[config.mk]
export PLATFORM = sky130hd
export DESIGN_NAME = crc32_frame_ctrl
export DESIGN_NICKNAME = d
export VERILOG_FILES = /design/src/rtl/crc32_frame_ctrl.sv
export SDC_FILE = /design/constraint.sdc
export NUM_CORES = 1
export LEC_CHECK = 0
export BUFFER_PORTS_ARGS = -buffer_cell sky130_fd_sc_hd__buf_2
export CAP_MARGIN = 0
export CORE_MARGIN = 2
export CORE_UTILIZATION = 50
export DETAILED_ROUTE_END_ITERATION = 16
export GPL_ROUTABILITY_DRIVEN = 0
export PLACE_DENSITY = 0.69
export SETUP_SLACK_MARGIN = 0.2
export SYNTH_ARGS = -nofsm -noshare
export SYNTH_HDL_FRONTEND = slang
export SYNTH_SLANG_ARGS = --single-unit
[constraint.sdc]
create_clock -name clk -period 2.5 [get_ports clk]
set_input_delay 0 -clock clk [delete_from_list [all_inputs] [get_ports clk]]
set_output_delay 0 -clock clk [all_outputs]
set_load 0.01 [all_outputs]
[src/rtl/crc32_frame_ctrl.sv]
// Framed CRC-32 sequencer: one byte per beat, MSB-first step, with init,
// in/out reflection and final XOR. Generates an FCS or checks the residue.
module crc32_frame_ctrl #(
    parameter logic [31:0] INIT        = 32'hFFFFFFFF,
    parameter logic [31:0] XOR_OUT     = 32'hFFFFFFFF,
    parameter bit          REFLECT_IN  = 1'b1,
    parameter bit          REFLECT_OUT = 1'b1,
    parameter logic [31:0] RESIDUE     = 32'hC704DD7B
) (
    input  logic        clk,
    input  logic        rst_n,
    input  logic        clr,
    input  logic        in_valid,
    output logic        in_ready,
    input  logic [7:0]  in_data,
    input  logic        in_sof,
    input  logic        in_eof,
    output logic        res_valid,
    input  logic        res_ready,
    output logic [31:0] res_crc,
    output logic        res_ok,
    output logic        err
);

    localparam logic [31:0] POLY = 32'h04C11DB7;

    typedef enum logic [1:0] {IDLE, RUN, DONE} state_t;

    state_t      state, state_nxt;
    logic [31:0] crc_reg, crc_nxt;
    logic [31:0] crc_base, step_out, out_val;
    logic [7:0]  data_in;
    logic        beat, latch, err_set;

    function automatic logic [7:0] rev8(input logic [7:0] v);
        rev8 = {<<{v}};
    endfunction

    function automatic logic [31:0] rev32(input logic [31:0] v);
        rev32 = {<<{v}};
    endfunction

    function automatic logic [31:0] crc_step(input logic [31:0] c, input logic [7:0] d);
        logic [31:0] r;
        r = c ^ {d, 24'h000000};
        for (int unsigned i = 0; i < 8; i++)
            r = r[31] ? ((r << 1) ^ POLY) : (r << 1);
        crc_step = r;
    endfunction

    assign in_ready  = (state != DONE);
    assign res_valid = (state == DONE);
    assign beat      = in_valid && in_ready;

    // An SOF byte always starts from INIT, which also covers the mid-frame restart.
    assign crc_base = in_sof ? INIT : crc_reg;
    assign data_in  = REFLECT_IN ? rev8(in_data) : in_data;
    assign step_out = crc_step(crc_base, data_in);
    assign out_val  = (REFLECT_OUT ? rev32(step_out) : step_out) ^ XOR_OUT;

    always_comb begin
        state_nxt = state;
        crc_nxt   = crc_reg;
        latch     = 1'b0;
        err_set   = 1'b0;
        case (state)
            IDLE: begin
                if (beat) begin
                    if (!in_sof) begin
                        err_set = 1'b1;
                    end else if (in_eof) begin
                        latch     = 1'b1;
                        state_nxt = DONE;
                    end else begin
                        crc_nxt   = step_out;
                        state_nxt = RUN;
                    end
                end
            end
            RUN: begin
                if (beat) begin
                    err_set = in_sof;
                    if (in_eof) begin
                        latch     = 1'b1;
                        state_nxt = DONE;
                    end else begin
                        crc_nxt = step_out;
                    end
                end
            end
            DONE: begin
                if (res_ready) begin
                    crc_nxt   = INIT;
                    state_nxt = IDLE;
                end
            end
            default: begin
                crc_nxt   = INIT;
                state_nxt = IDLE;
            end
        endcase
    end

    always_ff @(posedge clk or negedge rst_n) begin
        if (!rst_n) begin
            state   <= IDLE;
            crc_reg <= INIT;
            res_crc <= '0;
            res_ok  <= 1'b0;
            err     <= 1'b0;
        end else if (clr) begin
            state   <= IDLE;
            crc_reg <= INIT;
            res_crc <= '0;
            res_ok  <= 1'b0;
            err     <= 1'b0;
        end else begin
            state   <= state_nxt;
            crc_reg <= crc_nxt;
            err     <= err | err_set;
            if (latch) begin
                res_crc <= out_val;
                res_ok  <= (step_out == RESIDUE);
            end
        end
    end

endmodule

# Word-level counts from Yosys, hierarchy flattened
# Index checks and enable logic that the tools add are counted.
[totals]
out_inout_bits = 36
latchBits = 0
register_bits = 68
ramBits = 0
romBits = 0
n_memories = 0
[op_classes]
n_reduce_logical = 5
n_eq_ne = 9
mux = 38
shifts = 0
magnitude_cmp = 0
n_addsub = 0
multipliers = 0
n_bitwise = 11
n_div = 0
[op_table]
columns = ["cell", "n"]
rows = [
  ["two-way mux 32 bit", 9],
  ["two-way mux 27 bit", 8],
  ["NOT 14 bit", 8],
  ["case mux 32 bit (3 select lines)", 1],
  ["equality test 32 bit, second input constant", 1],
  ["NOT 32 bit", 1],
  ["XOR 32 bit", 1],
  ["two-way mux 2 bit", 7],
  ["!= test 3 bit, second input constant", 4],
  ["two-way mux 1 bit", 10],
  ["case mux 2 bit (3 select lines)", 1],
  ["AND reduction 5 bit", 1],
  ["case mux 1 bit (2 select lines)", 2],
  ["AND reduction 4 bit", 1],
  ["!= test 3 x 2 -> 1 bit, second input constant", 1],
  ["equality test 2 x 1 -> 1 bit, second input constant", 1],
  ["equality test 2 bit, second input constant", 1],
  ["logical NOT 2 bit", 1],
  ["!= test 2 bit, second input constant", 1],
  ["nonzero test 2 bit", 1],
  ["logical AND 1 bit", 1],
  ["OR 1 bit", 1],
]

# Longest topological paths before layout
# Gate-level depths: netlist of run 1.
[depth]
depth_word = 23
ltp_mapped = 11
mapped_depth_nobuf = 10

# Worst setup path after synthesis of run 1
# OpenSTA, ideal clock, no wires.
[synth_timing]
kind = "reg-to-reg"
from = "reg crc_reg[30]"
to = "reg res_ok"
path_stages_with_launch = 10
setup_time_ps = 74
path_slack_ps = 77
path_buffers = 1
arrival_time_ps = 2349
synth_period_minus_slack_ps = 2423
cell_sequence = "dfstp_2 > buf_6 > xor3_1 > nor2_2 > xnor2_4 > xnor2_1 > or4_1 > a211oi_2 > o21ai_1 > o21ai_2"
[synth_via]
elab_chain_cells = 16
[synth_rtl]
columns = ["element", "line_no", "text"]
rows = [
  ["start: declaration", "30", "logic [31:0] crc_reg, crc_nxt;"],
  ["start signal: assignment", "119", "crc_reg <= crc_nxt;"],
  ["two-way mux 32 bit *", "56", "assign crc_base = in_sof ? INIT : crc_reg;"],
  ["XOR 32 bit *", "45", "r = c ^ {d, 24'h000000};"],
  ["two-way mux 27 bit *", "47", "r = r[31] ? ((r << 1) ^ POLY) : (r << 1);"],
  ["NOT 14 bit (no source line) or two-way mux 27 bit (tied branches)", "--", ""],
  ["two-way mux 27 bit or NOT 14 bit (tied branches)", "--", ""],
  ["NOT 14 bit (no source line) or two-way mux 27 bit (tied branches)", "--", ""],
  ["two-way mux 27 bit or NOT 14 bit (tied branches)", "--", ""],
  ["two-way mux 27 bit", "47", ""],
  ["NOT 14 bit (no source line) or two-way mux 27 bit (tied branches)", "--", ""],
  ["two-way mux 27 bit or NOT 14 bit (tied branches)", "--", ""],
  ["NOT 14 bit (no source line) or two-way mux 27 bit (tied branches)", "--", ""],
  ["two-way mux 27 bit or NOT 14 bit (tied branches)", "--", ""],
  ["two-way mux 27 bit", "47", ""],
  ["equality test 32 bit *", "123", "res_ok <= (step_out == RESIDUE);"],
  ["two-way mux 1 bit *", "121", "if (latch) begin"],
  ["two-way mux 1 bit *", "111", "end else if (clr) begin"],
  ["end signal: assignment", "123", ""],
  ["end: declaration", "21", "output logic res_ok,"],
]
# Mark *: on every way between the ends. The rest lies on a longest branch, timed or not. The select of a mux whose other input is x is not followed.
# A chain may end at the register's enable or synchronous reset.

# Final worst setup path of run 1
[layout_timing]
from = "reg crc_reg[29]"
to = "reg res_ok"
[layout_via]
elab_chain_cells = 15
[layout_rtl]
columns = ["element", "line_no"]
rows = [
  ["two-way mux 32 bit *", "56"],
  ["XOR 32 bit *", "45"],
  ["two-way mux 27 bit *", "47"],
  ["NOT 14 bit (no source line)", "--"],
  ["two-way mux 27 bit", "47"],
  ["NOT 14 bit (no source line) or two-way mux 27 bit (tied branches)", "--"],
  ["two-way mux 27 bit or NOT 14 bit (tied branches)", "--"],
  ["two-way mux 27 bit", "47"],
  ["NOT 14 bit (no source line)", "--"],
  ["two-way mux 27 bit", "47"],
  ["NOT 14 bit (no source line)", "--"],
  ["two-way mux 27 bit", "47"],
  ["equality test 32 bit *", "123"],
  ["two-way mux 1 bit *", "121"],
  ["two-way mux 1 bit *", "111"],
]
# Marks and branches as above.

==> results of run 1 <==
[through the flow]
| stage | power (mW) | instances | hold WS [ns] | TNS [ns] |
|---|---|---|---|---|
| after floorplan | 2.01 | 421 | -0.296 | 0 |
| after global placement | 2.38 | 570 | 0.0700 | 0 |
| after detailed placement | 2.39 | 570 | 0.0718 | 0 |
| after CTS | 3.26 | 596 | 0.0819 | 0 |
| after global routing | 3.47 | 604 | 0.110 | -0.0182 |
| final | 3.30 | 604 | 0.0917 | 0 |
[final timing paths]
path | cells past startpoint | slack [ns] | end | start
max | 8 | 0.1 | res_ok | crc_reg[29]
min | 3 | 0.09 | crc_reg[8] | in_eof
max reg2reg | 8 | 0.1 | res_ok | crc_reg[29]
min reg2reg | 2 | 0.49 | res_crc[20] | res_crc[20]
max in group asynchronous | 3 | 1.60 | crc_reg[27] | rst_n
min in group asynchronous | 2 | 0.21 | res_crc[21] | rst_n
[worst max-delay path: stages, from the launching register on]
cell and delay [ns]:
dfstp_2 0.58, nor2_1 0.06, xnor2_1 0.24, xnor3_1 0.38, xnor2_1 0.20, or4_1 0.44, a211oi_2 0.22, o21ai_1 0.11
o21ai_2 0.11
[cells in the mapped netlist (all sizes together) (4+ instances only)]
| cell type | count |
|---|---|
| xnor2 | 94 |
| nor2 | 68 |
| dfrtp | 36 |
| dfstp | 32 |
| a21oi | 30 |
| a22o | 28 |
| buf | 23 |
| xor2 | 19 |
| o21ai | 12 |
| nand2 | 11 |
| clkbuf | 10 |
| nand2b | 5 |
| or4 | 5 |
| inv | 4 |
| mux2i | 4 |
[kinds of logic after synthesis]
family	Yosys count	share of synthesized area
AO/OA/AOI/OAI	87	0.141
XOR/XNOR	115	0.270
adder cells (fa/ha/maj)	1	0.00295
buffers and inverters	37	0.0452
flip-flops	68	0.411
multiplexers	4	0.00946
AND/OR/NAND/NOR	109	0.120
[where the power goes]
part           total, mW  internal, mW  switching [mW]
sequential          1.26          1.20          0.0621
combinational       1.20         0.544           0.654
clock              0.839         0.385           0.454
[routing by layer]
| layer | wire, um | share of wire |
|---|---|---|
| met3 | 520 | 0.048 |
| met2 | 5330 | 0.49 |
| met5 | 0 | 0 |
| met4 | 304 | 0.028 |
| met1 | 4780 | 0.44 |
[area by class of cell]
| class | count | area, sq um | share of cell area |
|---|---|---|---|
| Clock buffer | 10 | 138 | 0.0271 |
| Clock inverter | 6 | 38.8 | 0.00763 |
| Inverter | 4 | 15.0 | 0.00295 |
| Multi-Input combinational cell | 316 | 2390 | 0.470 |
| Sequential cell | 68 | 1740 | 0.343 |
| Tap cell | 105 | 131 | 0.0258 |
| Timing Repair Buffer | 95 | 628 | 0.124 |
[timing repair]
action | 4_1_cts | 5_1_grt
pin swaps | 6 | 4
buffers inserted | 4 | 8
resized for setup | 2 | 7
hold buffers | 6 | 0
endpoints found under the setup margin | 1 | 7
hold endpoints to repair | 17 | 0
==> results.md, run 1 <==
* Status: finished, final reports clean
* Setup ws final at 0.0979 ns
* Pre-CTS WS at between 0.08 and 0.09 ns
* Final hold violations at 0
* H-tree lvl count at 3
* Warnings from Yosys at 0
* Row count at 33
* CTS Sinks at 68
* Io pins at 51
* Antenna violations before repair at 0
* Final period util at 0.961
* Die Ht at slightly below 100 um
* Commonest cells after routing, fill and taps aside: 82 x xnor2_1, 64 x nor2_1, 50 x buf_2, 37 x buf_4, 36 x dfrtp_1
* Post-synth EDFFs at 0
* Ys flop type: dfrtp_1
* CTS clk-pin slew, worst paths at 0.08 ns
* Fill count at about 690
* Critical Path RT at 2.80 ns
* Post-synth ARST share at 1.00
* Remaining global-route overflow at 0
* Syn Inst Count at 421
* Antenna Nets Post-Route at 0
* First-pass GRT wire length at around 17000 um
* CP Capture Type: flip-flop
* DP Wirelength at just under 8000 um
* WS Path Type: reg2reg
* Synthesized flop and latch total at ~70
* Fmax at about 420 MHz
* Vias per std cell at roughly 5.4
* Post-synthesis sequential area ratio at 0.411
* Iteration count of the initial detailed-routing pass at 4
* Unique masters post-synth at 54
* CTS tree: built
* Top post-synthesis cells by area: dfrtp_1 21%, dfstp_2 20%, xnor2_1 18%
* Largest net degree at the start of global routing at 42
* Slew margin rel. at 0.561
* Final setup vio count at 0
* Synth area leader: dfrtp_1
* Peak VDD IR at 477 uV
* Antenna diodes at 0
* Root Buffer Master: clkbuf_8
* CTS Buffer Depth at 2
* Leak Pwr at approximately 2.2 nW
* Gr usage total at 0.257
* Die Footprint at 0.00922 sq mm
* Remaining DRCs at 0
* Routed wire length at 10900 um
* Worst hold path type: in2reg
* RSZ-0062 raised after global routing: yes
* Setup crit start kind: flip-flop
* Core area at 0.00822 sq mm
* Mapped Area at 0.00423 sq mm
* Final Cell Area at 0.00508 sq mm
* PortBufs at 50
* Synth top area share at 0.213
* Vias in the first global route at about 3300
* Util after Layout at 0.619
* Via Count at ~3300
* Worst-Skew Late Latency at 0.36 ns
* Slew @ Worst Pin at 0.658 ns
* Worst Skew at 0.0117 ns
* Max Cap Violations at 0
* Met3 usage at 0.0572
* Most common cell after layout, fill and taps aside: xnor2_1
* Detailed Route Iter0 Violations at 184
* Initial Util at 0.515
* Layout area overhead at 20.1%
* Share of cells above drive strength 1 at 0.335
* Post-DP Area at about 0.0047 sq mm
* Met2 usage at 0.417
* Syn avg cell area at approximately 10 sq um
* Arrival time worst endpoint at 2.70 ns
* Worst Path Max Fanout at 5
* Pwr dens at 649 mW/mm^2
* Die span in x at just under 100 um
* Slew Limit Fails at 0
* Routed WL per cell at 18.1 um
* Post-Syn Nets at 437
* Nets at ~500
* Met1 usage at 0.338
* Total CTS buffers at 9
* Busiest layer in global routing: met2
* Post-layout min period at approximately 2.4 ns
No activity file was read; power rests on OpenSTA's default activity.
==> run 2: changes to the inputs <==
REMOVE_ABC_BUFFERS = 1   (was unset)
==> results.md, run 2 (synthesis results as in run 1) <==
* Status: finished, final reports clean
* Slew @ Worst Pin at 0.646 ns (-0.0117 ns)
* PortBufs at 50 (unchanged)
* Gr usage total at 0.242 (-0.0147)
* Remaining DRCs at 0 (unchanged)
* Slowest-stage cell, CP: dfstp_2
* Leak Pwr at 2.22 nW (+1.2%)
* DP Wirelength at 7620 um (-3.4%)
* Cell count of the worst hold path at 3 (unchanged)
* Routed wire length at 10600 um (-3.2%)
* Nets at 512 (+0.39%)
* Share of cells above drive strength 1 at 0.341 (+0.00665)
* Final period util at 0.962 (+0.00156)
* Initial Util at 0.515 (unchanged)
* Antenna violations before repair at 0 (unchanged)
* Worst Skew at 0.00914 ns (-0.00254 ns)
* Most common cell after layout, fill and taps aside: xnor2_1
* Iteration count of the initial detailed-routing pass at 4 (unchanged)
* Seq pwr share at 0.381 (-0.002)
* Reg2Reg Capture Point: res_ok
* Sw Pwr at 1.10 mW (-6.0%)
* Int Pwr at 2.22 mW (+4.2%)
* Die Footprint at 0.00922 sq mm (unchanged)
* Io pins at 51 (unchanged)
* Fmax at 416 MHz (-0.16%)
* Pwr dens at 647 mW/mm^2 (-0.30%)
* Logic pwr share at 0.359 (-0.004)
* CTS Buffer Depth at 2 (unchanged)
* Fill count at 660 (-3.6%)
* Worst Reg-to-Reg Cells at 8 (unchanged)
* Slew margin rel. at 0.569 (+0.00781)
* Antenna diodes at 0 (unchanged)
* Total CTS buffers at 9 (unchanged)
* Die Ht at 96.0 um (unchanged)
* CTS tree: built
* CTS Sinks at 68 (unchanged)
* Final setup vio count at 0 (unchanged)
* Worst hold slack at 0.115 ns (+0.0234 ns)
* Layout area overhead at 21.1%
* Arrival time worst endpoint at 2.68 ns (-0.02 ns)
* CP Capture Type: flip-flop
* Net Sw Frac at 0.331 (-0.0233)
* WS Path Type: reg2reg
* Die span in x at 96.0 um (unchanged)
* Post-layout min period at 2.41 ns (+0.00391 ns)
* Critical Path RT at 2.77 ns (-0.03 ns)
* Setup crit start kind: flip-flop
* Via Count at 3236 (-0.86%)
* Final hold violations at 0 (unchanged)
* Worst hold path type: in2reg
* First-pass GRT wire length at 16600 um (-4.3%)
* Vias per std cell at 5.34 (-1.2%)
* Remaining global-route overflow at 0 (unchanged)
* Commonest cells after routing, fill and taps aside: 79 x xnor2_1, 63 x nor2_1, 50 x buf_2, 38 x buf_4, 36 x dfrtp_1
* Peak VDD IR at 305 uV (-36%)
* Vias in the first global route at 3073 (-6.1%)
* CTS clk-pin slew, worst paths at 0.07 ns (about the same)
* CP max stage delay at 0.54 ns (-0.04 ns)
* Worst Path Max Fanout at 4 (-1)
* Routed WL per cell at 17.5 um (-3.5%)
* Pre-CTS WS at 0.0580 ns (-0.0229 ns)
* RSZ-0062 raised after global routing: yes
* WHS Endpoint: crc_reg[28]
* Root Buffer Master: clkbuf_8
* Slew Limit Fails at 0 (unchanged)
* Row count at 33 (unchanged)
* H-tree lvl count at 3 (unchanged)
* Worst-Skew Late Latency at 0.34 ns (-0.02 ns)
* Reg-to-Reg Start: crc_reg[5]
* Hold wc startpoint: in_eof
* Largest net degree at the start of global routing at 36 (-14%)
* Antenna Nets Post-Route at 0 (unchanged)
* Flop2flop setup slack at 0.09 ns (about the same)
* Detailed Route Iter0 Violations at 235 (+28%)
* Non-filler cells, final at 606 (+0.33%)
* DP Cell Count at 572 (+0.35%)
* Max Cap Violations at 0 (unchanged)
* Setup ws final at 0.0940 ns (-0.00391 ns)
* Critical path cell sequence: xor3_1, nor2_4, xnor2_4, xnor2_2, or4_4, a211oi_2, o21ai_1, o21ai_2
* Core area at 0.00822 sq mm (unchanged)
* Clock share of power at 0.260 (+0.006)
* Util after Layout at 0.624 (+0.00548)
run 2: cell types whose count changed in the layout (fill, tap and decap cells not counted), moves of 2 or more:
cell        before  now
clkbuf_1         0    4
clkinvlp_4       2    0
xnor2_2          9   12
xnor2_1         82   79
buf_6            0    2
run 2: worst max-delay path by stage:
stage | startpoint | end | slack (ns) | cells past startpoint
2_1_floorplan | state[1] | crc_reg[0] | -0.40 | 2
6_report | crc_reg[5] | res_ok | 0.09 | 8
5_1_grt | crc_reg[5] | res_ok | -0.004 | 8
3_3_place_gp | crc_reg[30] | res_ok | 0.09 | 9
4_1_cts | crc_reg[29] | res_ok | 0.09 | 9
3_5_place_dp | crc_reg[30] | res_ok | 0.06 | 9
run 2: what timing repair did:
action                     CTS  global route
hold buffers                 6             0
resized for setup            3            17
setup buffers                5             7
hold endpoints to repair    20             0
pin swaps                    6            12
setup endpoints to repair    2             6
run 2: power by group through the flow:
stage,clock [mW],sequential [mW],combinational (mW)
after CTS,0.876,1.26,1.09
final,0.861,1.26,1.19
after floorplan,0,1.29,0.664
after global placement,0,1.28,1.04
after global routing,0.937,1.27,1.29
after detailed placement,0,1.28,1.04
run 2: metal layers:
| metal | track usage | up-vias | wire length [um] |
|---|---|---|---|
| met5 | 0 | - | 0 |
| met4 | 0.0810 | 0 | 265 |
| met3 | 0.0399 | 22 | 358 |
| met2 | 0.374 | 69 | 5070 |
| met1 | 0.346 | 1578 | 4890 |
| li1 | - | 1567 | - |
run 2: layout make-up:
| cell class | instances | area, sq um | area share |
|---|---|---|---|
| Inverter | 4 | 15.0 | 0.00293 |
| Clock buffer | 13 | 139 | 0.0271 |
| Timing Repair Buffer | 97 | 638 | 0.124 |
| Clock inverter | 3 | 40.0 | 0.00781 |
| Tap cell | 105 | 131 | 0.0256 |
| Sequential cell | 68 | 1740 | 0.340 |
| Multi-Input combinational cell | 316 | 2420 | 0.473 |
run 2: per-stage QoR:
step | power (mW) | TNS [ns] | instance area, sq um
final | 3.32 | 0 | 5130
after global routing | 3.50 | -0.00384 | 5130
after CTS | 3.23 | 0 | 4980
after detailed placement | 2.33 | 0 | 4680
after global placement | 2.32 | 0 | 4680
after floorplan | 1.95 | -10.61 | 4060
run 2: worst max-delay path, delay by kind of cell, from the launching register on:
family | cells | cell delay, ns
simple gates | 2 | 0.66
compound gates | 3 | 0.41
flops | 1 | 0.54
xor+xnor | 3 | 0.71
==> run 3: changes to the inputs <==
CTS_BUF_LIST = sky130_fd_sc_hd__clkbuf_2 sky130_fd_sc_hd__clkbuf_4 sky130_fd_sc_hd__clkbuf_8   (was unset)
==> results.md, run 3 (synthesis results as in run 1) <==
* Antenna violations before repair at 0 (unchanged)
* PortBufs at 50 (unchanged)
* Layout area overhead at 20.8%
* Remaining global-route overflow at 0 (unchanged)
* Util after Layout at 0.623 (-0.00168)
* Leak Pwr at 2.22 nW (+0.10%)
* Final setup vio count at 0 (unchanged)
* Setup ws final at 0.118 ns (+0.0243 ns)
* Slew margin rel. at 0.567 (-0.00194)
* Nets at 511 (-0.20%)
* Arrival time worst endpoint at 2.66 ns (-0.02 ns)
* Iteration count of the initial detailed-routing pass at 4 (unchanged)
* Remaining DRCs at 0 (unchanged)
* Io pins at 51 (unchanged)
* Core area at 0.00822 sq mm (unchanged)
* Die Ht at 96.0 um (unchanged)
* Vias per std cell at 5.33 (-0.27%)
* Setup_tns at 0 ns (unchanged)
* Final hold violations at 0 (unchanged)
* Initial Util at 0.515 (unchanged)
* DP Wirelength at 7620 um (unchanged)
* Pre-CTS WS at 0.0580 ns (unchanged)
* Hold wc startpoint: in_eof
* Worst Reg-to-Reg Cells at 8 (unchanged)
* Largest net degree at the start of global routing at 36 (unchanged)
* Routed WL per cell at 17.2 um (-1.3%)
* Worst Path Max Fanout at 4 (unchanged)
* Row count at 33 (unchanged)
* WHS Endpoint: crc_reg[28]
* Flop2flop setup slack at 0.12 ns (+0.02 ns)
* Root Buffer Master: clkbuf_8
* CP Capture Type: flip-flop
* Critical Path RT at 2.78 ns (about the same)
* CTS Sinks at 68 (unchanged)
* Pwr dens at 654 mW/mm^2 (+1.1%)
* Commonest cells after routing, fill and taps aside: 80 x xnor2_1, 64 x nor2_1, 50 x buf_2, 38 x buf_4, 36 x dfrtp_1
* Antenna Nets Post-Route at 0 (unchanged)
* Post-layout min period at 2.38 ns (-0.0243 ns)
* First-pass GRT wire length at 16600 um (about the same)
* Vias in the first global route at 3097 (+0.78%)
* CTS tree: built
* Max Cap Violations at 0 (unchanged)
* RSZ-0062 raised after global routing: yes
* Die span in x at 96.0 um (unchanged)
* Detailed Route Iter0 Violations at 199 (-15%)
* Reg-to-Reg Start: crc_reg[5]
* CTS clk-pin slew, worst paths at 0.07 ns (about the same)
* Die Footprint at 0.00922 sq mm (unchanged)
* Worst hold path type: in2reg
* Slew Limit Fails at 0 (unchanged)
* CTS Buffer Depth at 2 (unchanged)
* Slew @ Worst Pin at 0.649 ns (+0.00291 ns)
* Peak VDD IR at 307 uV (+0.68%)
* Routed wire length at 10400 um (-1.4%)
* Final period util at 0.953 (-0.00973)
* Cell count of the worst hold path at 3 (unchanged)
* Fmax at 420 MHz (+1.0%)
* Setup crit start kind: flip-flop
* Fill count at 659 (-0.15%)
* Worst-Skew Late Latency at 0.35 ns (about the same)
* Reg2Reg Capture Point: res_ok
* WS Path Type: reg2reg
* Worst Skew at 0.00951 ns (+0.000371 ns)
* Most common cell after layout, fill and taps aside: xnor2_1
* Worst hold slack at 0.112 ns (-0.00293 ns)
* Total CTS buffers at 9 (unchanged)
* H-tree lvl count at 3 (unchanged)
* Via Count at 3222 (-0.43%)
* Status: finished, final reports clean
* Share of cells above drive strength 1 at 0.342 (+0.000683)
* Antenna diodes at 0 (unchanged)
* Gr usage total at 0.242 (-0.000500)
## run 3: timing repair
item                                    in CTS  in global routing
gates resized for setup                      3                 13
pin swaps                                    6                  8
endpoints found under the hold margin       20                  0
hold buffers                                 6                  0
buffers inserted                             5                  6
endpoints found under the setup margin       2                  7
## run 3: metal layers
layer	track usage	vias up	part of all wire
met5	0	-	0
met4	0.0881	0	0.018
met3	0.0407	18	0.048
met2	0.371	81	0.48
met1	0.343	1550	0.45
li1	-	1573	-
## run 3: stage by stage
| stage | cells | power, mW | area [sq um] |
|---|---|---|---|
| after detailed placement | 572 | 2.33 | 4680 |
| after global placement | 572 | 2.32 | 4680 |
| after CTS | 599 | 3.27 | 4990 |
| after global routing | 605 | 3.52 | 5110 |
| final | 605 | 3.34 | 5110 |
| after floorplan | 388 | 1.95 | 4060 |
## run 3: area by class of cell
class                   count  area [sq um]  share of cell area
well taps                 105           131              0.0257
multi-input cells         316          2410               0.470
clock buffers              13           154              0.0301
inverters                   4          15.0             0.00294
clock inverters             3          40.0             0.00783
flip-flops and latches     68          1740               0.341
repair buffers             96           627               0.123
## run 3: report_power, final
part           switching [mW]  internal [mW]
Sequential             0.0624           1.20
Clock                   0.401          0.503
Combinational           0.628          0.549
## run 3: worst max path at each step
stage	startpoint	endpoint	slack, ns	cells after the start
final	crc_reg[5]	res_ok	0.12	8
after global routing	crc_reg[5]	res_ok	0.01	8
after CTS	crc_reg[29]	res_ok	0.09	9
after detailed placement	crc_reg[30]	res_ok	0.06	9
after global placement	crc_reg[30]	res_ok	0.09	9
after floorplan	state[1]	crc_reg[0]	-0.40	2
## run 3: worst max-delay path, cell delays in order, from the launching register on
cell	delay [ns]
dfstp_2	0.54
xor3_1	0.44
nor2_4	0.17
xnor2_4	0.09
xnor2_2	0.18
or4_4	0.49
a211oi_2	0.20
o21ai_1	0.10
o21ai_2	0.11
